==> src/rtl/dc_arb_pkg.sv <==
// rtl/dc_arb_pkg.sv - shared state encoding and AXI read attribute constants for the read arbiter
package dc_arb_pkg;

  typedef enum logic [1:0] {
    IDLE = 2'd0,
    ADDR = 2'd1,
    DATA = 2'd2
  } arb_state_e;

  localparam logic [2:0] AXI_SIZE_2B    = 3'b001;
  localparam logic [1:0] AXI_BURST_INCR = 2'b01;
  localparam logic [3:0] AXI_CACHE_DEF  = 4'b0011;
  localparam logic [1:0] AXI_RESP_OKAY  = 2'b00;

endpackage

==> src/rtl/dc_rr_arbiter.sv <==
// rtl/dc_rr_arbiter.sv - combinational rotating-priority pick starting just after rr_ptr
module dc_rr_arbiter #(
  parameter int NUM_REQ   = 2,
  parameter int IDX_WIDTH = 1
) (
  input  logic [NUM_REQ-1:0]   req,
  input  logic [IDX_WIDTH-1:0] rr_ptr,
  output logic [IDX_WIDTH-1:0] winner,
  output logic                 valid
);

  logic [IDX_WIDTH-1:0] cand;

  // Scan from the farthest offset down so the nearest requester after rr_ptr wins last
  always_comb begin
    winner = '0;
    valid  = 1'b0;
    cand   = '0;
    for (int off = NUM_REQ; off >= 1; off--) begin
      cand = IDX_WIDTH'((int'(rr_ptr) + off) % NUM_REQ);
      if (req[cand]) begin
        winner = cand;
        valid  = 1'b1;
      end
    end
  end

endmodule

==> src/rtl/dc_axi_read_arbiter.sv <==
// rtl/dc_axi_read_arbiter.sv - round-robin AXI4 read port share, one burst in flight; optional DC_ARB_BEAT_CHECK_EN beat checker
module dc_axi_read_arbiter
  import dc_arb_pkg::*;
#(
  parameter int NUM_REQ          = 2,
  parameter int REQ_IDX_WIDTH    = 1,
  parameter int AXI_ARADDR_WIDTH = 32,
  parameter int AXI_DATA_WIDTH   = 16
) (
  input  logic                              clk,
  input  logic                              nrst,
  input  logic [NUM_REQ-1:0]                req_arvalid,
  input  logic [NUM_REQ*AXI_ARADDR_WIDTH-1:0] req_araddr,
  input  logic [NUM_REQ*8-1:0]              req_arlen,
  output logic [NUM_REQ-1:0]                req_arready,
  output logic [NUM_REQ-1:0]                req_rvalid,
  output logic [AXI_DATA_WIDTH-1:0]         req_rdata,
  output logic                              req_rlast,
  input  logic [NUM_REQ-1:0]                req_rready,
  output logic [7:0]                        axi_arid,
  output logic [AXI_ARADDR_WIDTH-1:0]       axi_araddr,
  output logic [7:0]                        axi_arlen,
  output logic [2:0]                        axi_arsize,
  output logic [1:0]                        axi_arburst,
  output logic [1:0]                        axi_arlock,
  output logic [3:0]                        axi_arcache,
  output logic [2:0]                        axi_arprot,
  output logic [3:0]                        axi_arqos,
  output logic [3:0]                        axi_arregion,
  output logic                              axi_arvalid,
  input  logic                              axi_arready,
  input  logic [7:0]                        axi_rid,
  input  logic [AXI_DATA_WIDTH-1:0]         axi_rdata,
  input  logic [1:0]                        axi_rresp,
  input  logic                              axi_rlast,
  input  logic                              axi_rvalid,
  output logic                              axi_rready,
  output logic                              busy,
  output logic [REQ_IDX_WIDTH-1:0]          grant_idx,
  output logic                              err_resp,
  output logic                              err_len
);

  arb_state_e                  state_q, state_d;
  logic [REQ_IDX_WIDTH-1:0]    rr_ptr_q, rr_ptr_d;
  logic [REQ_IDX_WIDTH-1:0]    grant_q, grant_d;
  logic [AXI_ARADDR_WIDTH-1:0] araddr_q, araddr_d;
  logic [7:0]                  arlen_q, arlen_d;
  logic                        err_resp_q, err_resp_d;
  logic [REQ_IDX_WIDTH-1:0]    win_idx;
  logic                        win_vld;
  logic                        beat;

  dc_rr_arbiter #(
    .NUM_REQ   (NUM_REQ),
    .IDX_WIDTH (REQ_IDX_WIDTH)
  ) u_rr (
    .req    (req_arvalid),
    .rr_ptr (rr_ptr_q),
    .winner (win_idx),
    .valid  (win_vld)
  );

  assign beat = (state_q == DATA) && axi_rvalid && req_rready[grant_q];

  // State and captured-request registers; rr_ptr starts at the top so requester 0 goes first
  always_ff @(posedge clk or negedge nrst) begin
    if (!nrst) begin
      state_q    <= IDLE;
      rr_ptr_q   <= REQ_IDX_WIDTH'(NUM_REQ - 1);
      grant_q    <= '0;
      araddr_q   <= '0;
      arlen_q    <= '0;
      err_resp_q <= 1'b0;
    end else begin
      state_q    <= state_d;
      rr_ptr_q   <= rr_ptr_d;
      grant_q    <= grant_d;
      araddr_q   <= araddr_d;
      arlen_q    <= arlen_d;
      err_resp_q <= err_resp_d;
    end
  end

  // Next state: capture the winner in IDLE, wait for the slave in ADDR, retire on rlast in DATA
  always_comb begin
    state_d    = state_q;
    rr_ptr_d   = rr_ptr_q;
    grant_d    = grant_q;
    araddr_d   = araddr_q;
    arlen_d    = arlen_q;
    err_resp_d = err_resp_q;
    case (state_q)
      IDLE: begin
        if (win_vld) begin
          state_d  = ADDR;
          grant_d  = win_idx;
          araddr_d = req_araddr[int'(win_idx)*AXI_ARADDR_WIDTH +: AXI_ARADDR_WIDTH];
          arlen_d  = req_arlen[int'(win_idx)*8 +: 8];
        end
      end
      ADDR: begin
        if (axi_arready) state_d = DATA;
      end
      DATA: begin
        if (beat) begin
          if (axi_rresp != AXI_RESP_OKAY) err_resp_d = 1'b1;
          if (axi_rlast) begin
            rr_ptr_d = grant_q;
            state_d  = IDLE;
          end
        end
      end
      default: state_d = IDLE;
    endcase
  end

  // Handshake steering: only the owning requester sees ready/valid; data bus is zero outside DATA
  always_comb begin
    req_arready = '0;
    req_rvalid  = '0;
    req_rdata   = '0;
    req_rlast   = 1'b0;
    axi_arvalid = 1'b0;
    axi_rready  = 1'b0;
    case (state_q)
      IDLE: begin
        if (win_vld) req_arready[win_idx] = 1'b1;
      end
      ADDR: axi_arvalid = 1'b1;
      DATA: begin
        axi_rready          = req_rready[grant_q];
        req_rvalid[grant_q] = axi_rvalid;
        req_rdata           = axi_rdata;
        req_rlast           = axi_rlast;
      end
      default: ;
    endcase
  end

  assign busy         = (state_q != IDLE);
  assign grant_idx    = grant_q;
  assign err_resp     = err_resp_q;
  assign axi_arid     = 8'(grant_q);
  assign axi_araddr   = araddr_q;
  assign axi_arlen    = arlen_q;
  assign axi_arsize   = AXI_SIZE_2B;
  assign axi_arburst  = AXI_BURST_INCR;
  assign axi_arlock   = 2'b00;
  assign axi_arcache  = AXI_CACHE_DEF;
  assign axi_arprot   = 3'b000;
  assign axi_arqos    = 4'b0000;
  assign axi_arregion = 4'b0000;

`ifdef DC_ARB_BEAT_CHECK_EN
  logic [7:0] beat_cnt_q, beat_cnt_d;
  logic       err_len_q, err_len_d;

  // Beat counter holds beats already taken; rlast must coincide with the arlen-th count and rid with the grant
  always_comb begin
    beat_cnt_d = beat_cnt_q;
    err_len_d  = err_len_q;
    if (state_q == IDLE && win_vld) begin
      beat_cnt_d = '0;
    end else if (beat) begin
      beat_cnt_d = beat_cnt_q + 8'd1;
      if (axi_rlast != (beat_cnt_q == arlen_q)) err_len_d = 1'b1;
      if (axi_rid != 8'(grant_q)) err_len_d = 1'b1;
    end
  end

  // Beat-check registers, sticky error cleared only by reset
  always_ff @(posedge clk or negedge nrst) begin
    if (!nrst) begin
      beat_cnt_q <= '0;
      err_len_q  <= 1'b0;
    end else begin
      beat_cnt_q <= beat_cnt_d;
      err_len_q  <= err_len_d;
    end
  end

  assign err_len = err_len_q;
`else
  logic unused_rid;
  assign unused_rid = ^axi_rid;
  assign err_len    = 1'b0;
`endif

endmodule
==> config.mk <==
export PLATFORM = sky130hd
export DESIGN_NAME = dc_axi_read_arbiter
export DESIGN_NICKNAME = d
export VERILOG_FILES = /design/src/rtl/dc_arb_pkg.sv /design/src/rtl/dc_rr_arbiter.sv /design/src/rtl/dc_axi_read_arbiter.sv
export SDC_FILE = /design/constraint.sdc
export NUM_CORES = 1
export LEC_CHECK = 0
export ABC_AREA = 1
export ABC_CLOCK_PERIOD_IN_PS = 1500
export CORE_AREA = 2 2 99 101
export DETAILED_ROUTE_END_ITERATION = 8
export DIE_AREA = 0 0 101 103
export PLACE_DENSITY_LB_ADDON = 0.25
export SLEW_MARGIN = 15
export SYNTH_ARGS = -nofsm -noshare
export SYNTH_HDL_FRONTEND = slang
export SYNTH_HIERARCHICAL = 1
export SYNTH_SLANG_ARGS = --single-unit
==> constraint.sdc <==
create_clock -name clk -period 1.5 [get_ports clk]
set_input_delay 0.3 -clock clk [delete_from_list [all_inputs] [get_ports clk]]
set_output_delay 0.3 -clock clk [all_outputs]
set_load 0.02 [all_outputs]
==> results.txt, run 1 <==
* HPWL Detailed: 5810 um
* WL met2: 4240 um
- Unrepaired setup endpoints after global routing: yes
* Number of antenna violations at the first check in global routing: 0
- The first detailed-routing pass took 4 iterations.
* Largest vdd supply drop: 0.593 mV
* Total vias in the final route: 2,979
* Number of port buffers: 173
* Number of cell rows: 36
* Kind of critical path: flop to output pin
- Antenna-violating nets left: 0
- The cell sitting at the root of the clock tree is a clkbuf_8.
- Cell type contributing the most total cell area after synthesis: dfrtp_1
- Distinct cell type count after synthesis: 22
- Average cell area after synthesis: 6.77 um^2
- Pin placement for this block handled 212 I/O pins.
- After detailed routing, no signal wire sits above met4.
- The die is 103 um tall.
- In this run the horizontal extent of the chip is 101 um.
* Hold slack: 473 ps
- The detailed router finished its first iteration with 52 violations.
- Highest Clock Rate: 596 MHz
* Global-route wire length before repair: 11,800 um
* Antenna cell count: 0
- MaxCap Viol Count: 0
* Post-Place Worst Slack: -609 ps
* Worst path arrival time: 1380 ps
- For this block, wires on met1 add up to 3300 um.
* Total GRT Usage: 0.142
- After clock tree synthesis, the clock-pin slew on the worst setup and hold paths is 80 ps.
- Required time worst endpoint: 1200 ps
* Sequential fraction of the synthesis area: 0.410
* Core area: 9460 um^2
- Leakage component of the power: 2.72 nW
- By count the netlist is led by nand2_1, inv_1, dfrtp_1.
- Total of endpoints with negative setup slack in the final report: 21
- Clock tree synthesis found a total of 45 sinks.
- For this run, the leading register cell type out of synthesis is dfrtp_1.
- Relative to the synthesized area, the layout overhead comes to 84.3%.
* Nature of the critical path endpoint: output pin
- Class of the tightest hold or removal check: flop to flop
* Pwr/cell area: 1580 nW/um^2
- Final weighted congestion in routability-driven placement: 0.765
* Htree depth: 2
* Final Hold Fails: 0
* Violated checks: setup timing
* Largest net degree at the start of global routing: 51
* TritonCTS clock tree: done
- Mean routed wirelength per cell: 11.7 um
- Cell Area, Synth: 2750 um^2
- Of all flip-flops after synthesis, the portion carrying an async set or reset was 1.00.
- For this run, design rule violations remaining after detail routing come to 0.
- Period Utilization, post-route: 1.12
* Met3 wirelength from detailed routing: 819 um
- Share of final-layout standard cells stronger than drive strength 1: 0.170
* Number of buffers between clock root and the deepest sink: 2
- Setup slack after layout: -179 ps
* Number of global-route vias before repair: 2,588
* Most common cell in the netlist: nand2_1
- The final max-slew violation count was 0.
- Detailed Route WL: 8400 um
- Warnings, synthesis: 6
- At the end of the flow, the number of nets in the layout was 720.
- Crit path max fanout: 3
* Final Critical Period: 1680 ps
* Total clock buffers created by CTS: 5
- Max Clock Skew: 4.90 ps
- The flow ran to the end, but the final reports show violations.
- The synthesized design contains 0 enable-type register cells.
- The die covers 10,400 um^2.
- Via density: 4.14
- At the later pin of the worst-skew pair, clock insertion delay measures 290 ps.
- The initial utilization of the core area, before any placement, comes to 0.291.
- The share of synthesized area in the top cell type comes to 0.400.
- Synthesis handed over a netlist of 406 instances.
* Number of storage elements in the synthesis netlist: 45
- The design draws 0.00799 W.
- Congestion Overflow GR: 0
- Startpoint types: flop
* Largest cells by area after synthesis: dfrtp_1, nand2_1, buf_4, inv_1, o21ai_0
## repair_timing
item / CTS / global route
hold buffers: 1 / 0
buffers inserted: 12 / 9
setup endpoints to repair: 92 / 34
pin swaps: 2 / 4
cloned: 1 / 2
endpoints found under the hold margin: 44 / 0
gates resized for setup: 201 / 55
## logic make-up (layout without fill, tap and decap cells)
group	Yosys count	count (layout)	synth area share
and+or+nand+nor	199	199	0.281
buffers and inverters	115	287	0.223
AOI/OAI and AO/OA	45	45	0.0837
DFF	45	45	0.410
other	2	30	0.00273
## cells in the final DEF (no fill, tap or decap), types with 2 or more instances in the layout
cell type,Yosys,layout
a21oi_4,0,2
buf_12,0,6
buf_2,11,2
buf_4,34,22
buf_6,5,30
buf_8,0,2
clkbuf_1,0,3
clkbuf_16,0,2
clkbuf_8,0,5
clkdlybuf4s50_1,0,103
conb_1,2,30
dfrtp_1,44,42
dfrtp_2,0,2
dlygate4sd2_1,0,43
inv_1,62,61
inv_2,2,3
nand2_1,172,170
nor2_1,20,3
nor2_4,0,18
o21ai_0,24,24
o21ai_1,17,17
## power breakdown
group          switching (W)  internal, W  leakage, nW  total, W
combinational        0.00281      0.00236         2.12   0.00517
clock               0.000382     0.000332       0.0395  0.000713
sequential          0.000306      0.00180        0.555   0.00210
## stage by stage
| step | instances | setup TNS (ps) | instance area, um^2 | utilization |
|---|---|---|---|---|
| after floorplan | 434 | 0 | 2860 | - |
| after global placement | 690 | -18840 | 4540 | 0.480 |
| after detailed placement | 690 | -20070 | 4540 | 0.480 |
| after CTS | 711 | -1940 | 4760 | 0.503 |
| after global routing | 720 | -4260 | 5070 | 0.536 |
| final | 720 | -2480 | 5070 | 0.536 |
## path summary, 6_finish.rpt
| kind | startpoint | end | slack [ps] | cells after the start |
|---|---|---|---|---|
| setup / recovery | state_q[0] | req_arready[1] | -180 | 8 |
| hold / removal | axi_araddr[5] | axi_araddr[5] | 470 | 2 |
| setup reg to reg | state_q[0] | grant_idx | 110 | 8 |
| hold reg to reg | axi_araddr[5] | axi_araddr[5] | 470 | 2 |
| max in group asynchronous | nrst | rr_ptr_q | 710 | 3 |
| min in group asynchronous | nrst | axi_araddr[18] | 520 | 3 |
## routing by layer
layer  vias up  GRT usage
li1       1528          -
met1      1326      0.152
met2       121      0.266
met3         4     0.0536
met4         0     0.0281
met5         -          0
## state kept, by name, summed over array words and instances (netlist names)
register    flops
err_resp        1
axi_araddr     32
axi_arlen       8
rr_ptr_q        1
grant_idx       1
state_q         2
## worst max-delay path, cell delays in order (launching register included)
cell and delay, ps:
dfrtp_1 380, inv_2 90, buf_4 110, buf_6 100
nand3_4 110, inv_4 70, nand2_1 50, inv_1 80
buf_6 120
## area by class of cell
| class | instances | area [um^2] |
|---|---|---|
| clock buffers | 8 | 80.1 |
| fillers | 919 | 4390 |
| inverters | 65 | 246 |
| multi-input cells | 274 | 1300 |
| flip-flops and latches | 45 | 1130 |
| well taps | 114 | 143 |
| repair buffers | 214 | 2170 |
No activity file was read; power rests on OpenSTA's default activity.
==> run 2: changes to the inputs <==
--- a/config.mk
+++ b/config.mk
@@ -7,6 +7,7 @@
 export LEC_CHECK = 0
 export ABC_AREA = 1
 export ABC_CLOCK_PERIOD_IN_PS = 1500
+export CAP_MARGIN = 0
 export CORE_AREA = 2 2 99 101
 export DETAILED_ROUTE_END_ITERATION = 8
 export DIE_AREA = 0 0 101 103
==> results of run 2 <==
Same layout as run 1: the final DEF is identical, and so are final timing and power.
==> run 3: changes to the inputs <==
--- a/config.mk
+++ b/config.mk
@@ -17,3 +17,4 @@
 export SYNTH_HDL_FRONTEND = slang
 export SYNTH_HIERARCHICAL = 1
 export SYNTH_SLANG_ARGS = --single-unit
+export TNS_END_PERCENT = 30
==> run 3 against run 2 <==
Against the previous run:
- power down 5.7%
- fmax rose by 0.20%
- worst hold slack about the same
- the flow still finishes with violations (setup timing)
- first-iteration DRC count shrank 17%
- sequential cell count unchanged
- largest cell class unchanged
- clock power barely moved
==> results.txt, run 3 (synthesized netlist as in run 1, its figures left out) <==
* Status: finished with violations
- Violated checks: setup timing
* Total vias in the final route: 2,924
- Of the available clock period, the critical path in the final layout requires 1.12.
- Antenna-violating nets left: 0
* Post-layout instance count excluding filler cells: 715
- Commonest non-fill, non-tap cell in the layout: nand2_1
- The most critical setup path has its endpoint at req_rvalid[1].
- Clock latency of the later-clocked register in the worst-skew pair: 290 ps
- The via count of the first global-routing pass is 2,588.
- Dividing the detail-routed via count by the number of cells gives 4.09.
- Sinks on the clock net: 45
- By startpoint and endpoint, the worst setup path is classified as flop to output pin.
- From bottom edge to top edge, the die measures 103 um.
* Highest Clock Rate: 597 MHz
* Met3 track demand over resource in global routing: 0.0536
- After global routing, the most crowded layer is met2.
* Startpoint types: flop
* Worst reg2reg path endpoint: state_q[1]
* Final Hold Fails: 0
- Max Clock Skew: 5.94 ps
* Global Route met2 Usage: 0.266
- Detailed Route WL: 8020 um
* Starting density of the core: 0.291
- The worst hold path was traced through 2 stages.
- Congestion Overflow GR: 0
* Width of the chip: 101 um
- TritonCTS built the clock tree.
- The first global-routing pass estimated 11,800 um of wire.
- The placed instances occupy a cell area of 4540 um^2.
* Mean routed wirelength per cell: 11.2 um
- HPWL Detailed: 5810 um
- Startpoint of the most critical register-to-register path: state_q[1]
* Most used cells in the layout excluding fill and tap cells: nand2_1, clkdlybuf4s50_1, inv_1
- Buffers inserted during clock tree synthesis total 5.
- In the global route stage, met1 resource usage came out at 0.152.
- Tracing the worst setup path back leads to its startpoint at state_q[1].
- Class of the tightest hold or removal check: flop to flop
* Total of endpoints with negative setup slack in the final report: 22
- Worst path arrival time: 1380 ps
* Crit path max fanout: 10
- 212 I/O pins were placed.
* Total GRT Usage: 0.142
* Antenna cell count: 0
- DR DRC count: 0
* Clock transition at the register clock pins on the worst setup and hold paths after CTS: 80 ps
- Final Critical Period: 1680 ps
* Largest vdd supply drop: 0.502 mV
- Share of final-layout standard cells stronger than drive strength 1: 0.150
- Area growth from synthesis to layout: 77.5%
- Total number of nets in the final design: 715
- The initialized floorplan defines 36 standard-cell rows.
- Setup slack after layout: -176 ps
- The final max-slew violation count was 0.
* Sequential cell area: 1130 um^2
* MaxCap Viol Count: 0
- Worst reg2reg path depth: 8
* Largest net degree at the start of global routing: 51
- The setup check on the worst reg-to-reg path leaves a slack of 100 ps.
- For this block, the initial DRC count from the detailed router was 43.
* Total Die Area: 10,400 um^2
* Unrepaired setup endpoints after global routing: yes
- Multi-input gate area: 1250 um^2
- Pwr/cell area: 1540 nW/um^2
- Htree depth: 2
- The finished cells cover 4880 um^2.
- Clock tree root buffer cell: clkbuf_8
- For the worst setup path, the data required time is 1200 ps.
- The register with the most flip-flops in the layout has 32 of them.
- Final-layout fill cell count: 950
- For this run, the detailed router's first-pass iteration total came to 4.
* Cell count after placement: 690
* Hold slack: 473 ps
- Final weighted congestion in routability-driven placement: 0.765
- Core area: 9460 um^2
* Nature of the critical path endpoint: output pin
* Number of buffers between clock root and the deepest sink: 2
- Number of port buffers: 173
- The initial antenna violation count was 0.
- Total power consumption of the routed design: 0.00753 W
- The analysis attributes to cell leakage a power of 2.65 nW.
[run 3: changes by cell type in the layout (fill, tap and decap cells not counted), moves of 2 or more]
cell / before / now
nor2_4: 18 / 13
clkbuf_16: 2 / 0
nor2_2: 0 / 2
buf_6: 30 / 23
dfrtp_1: 42 / 44
buf_12: 6 / 3
dfrtp_2: 2 / 0
nor2_1: 3 / 6
buf_4: 22 / 28
[run 3: how the worst min path moves through the flow]
stage | from | to
floorplan | nrst | axi_araddr[0]
global placement | nrst | axi_araddr[22]
detailed placement | nrst | axi_araddr[21]
CTS | axi_araddr[18] | axi_araddr[18]
global route | axi_araddr[5] | axi_araddr[5]
finish | axi_araddr[5] | axi_araddr[5]
[run 3: routing by layer]
layer	up-vias	share of wire
met3	2	0.10
met2	119	0.50
li1	1516	-
met1	1287	0.39
met5	-	0
met4	0	0.0030
[run 3: through the flow]
step,setup TNS [ps],worst slack [ps],utilization
after floorplan,0,19.2,-
after global placement,-18840,-634,0.480
after detailed placement,-20070,-609,0.480
after CTS,-1940,-188,0.503
after global routing,-3770,-268,0.516
final,-2050,-176,0.516
[run 3: cell type report]
type / instances / share of cell area
Tap cell: 114 / 0.0292
Multi-Input combinational cell: 274 / 0.256
Timing Repair Buffer: 209 / 0.417
Clock buffer: 8 / 0.0164
Inverter: 65 / 0.0505
Sequential cell: 45 / 0.231
[run 3: worst max-delay path: stages, from the launching register on]
cell and delay (ps):
dfrtp_1 440, nand2_4 120, buf_12 150, buf_6 110, nor3_4 120, buf_6 140
[run 3: timing repair]
item,CTS,global route
endpoints found under the hold margin,44,0
setup buffers,12,4
endpoints found under the setup margin,92,34
gates cloned,1,0
hold buffers,1,0
pin swaps,2,4
resized for setup,201,27
[run 3: power by group]
group | switching, W | leakage (nW) | internal [W]
sequential | 0.000304 | 0.558 | 0.00179
combinational | 0.00267 | 2.06 | 0.00206
clock | 0.000380 | 0.0395 | 0.000332
total | 0.00335 | 2.65 | 0.00418
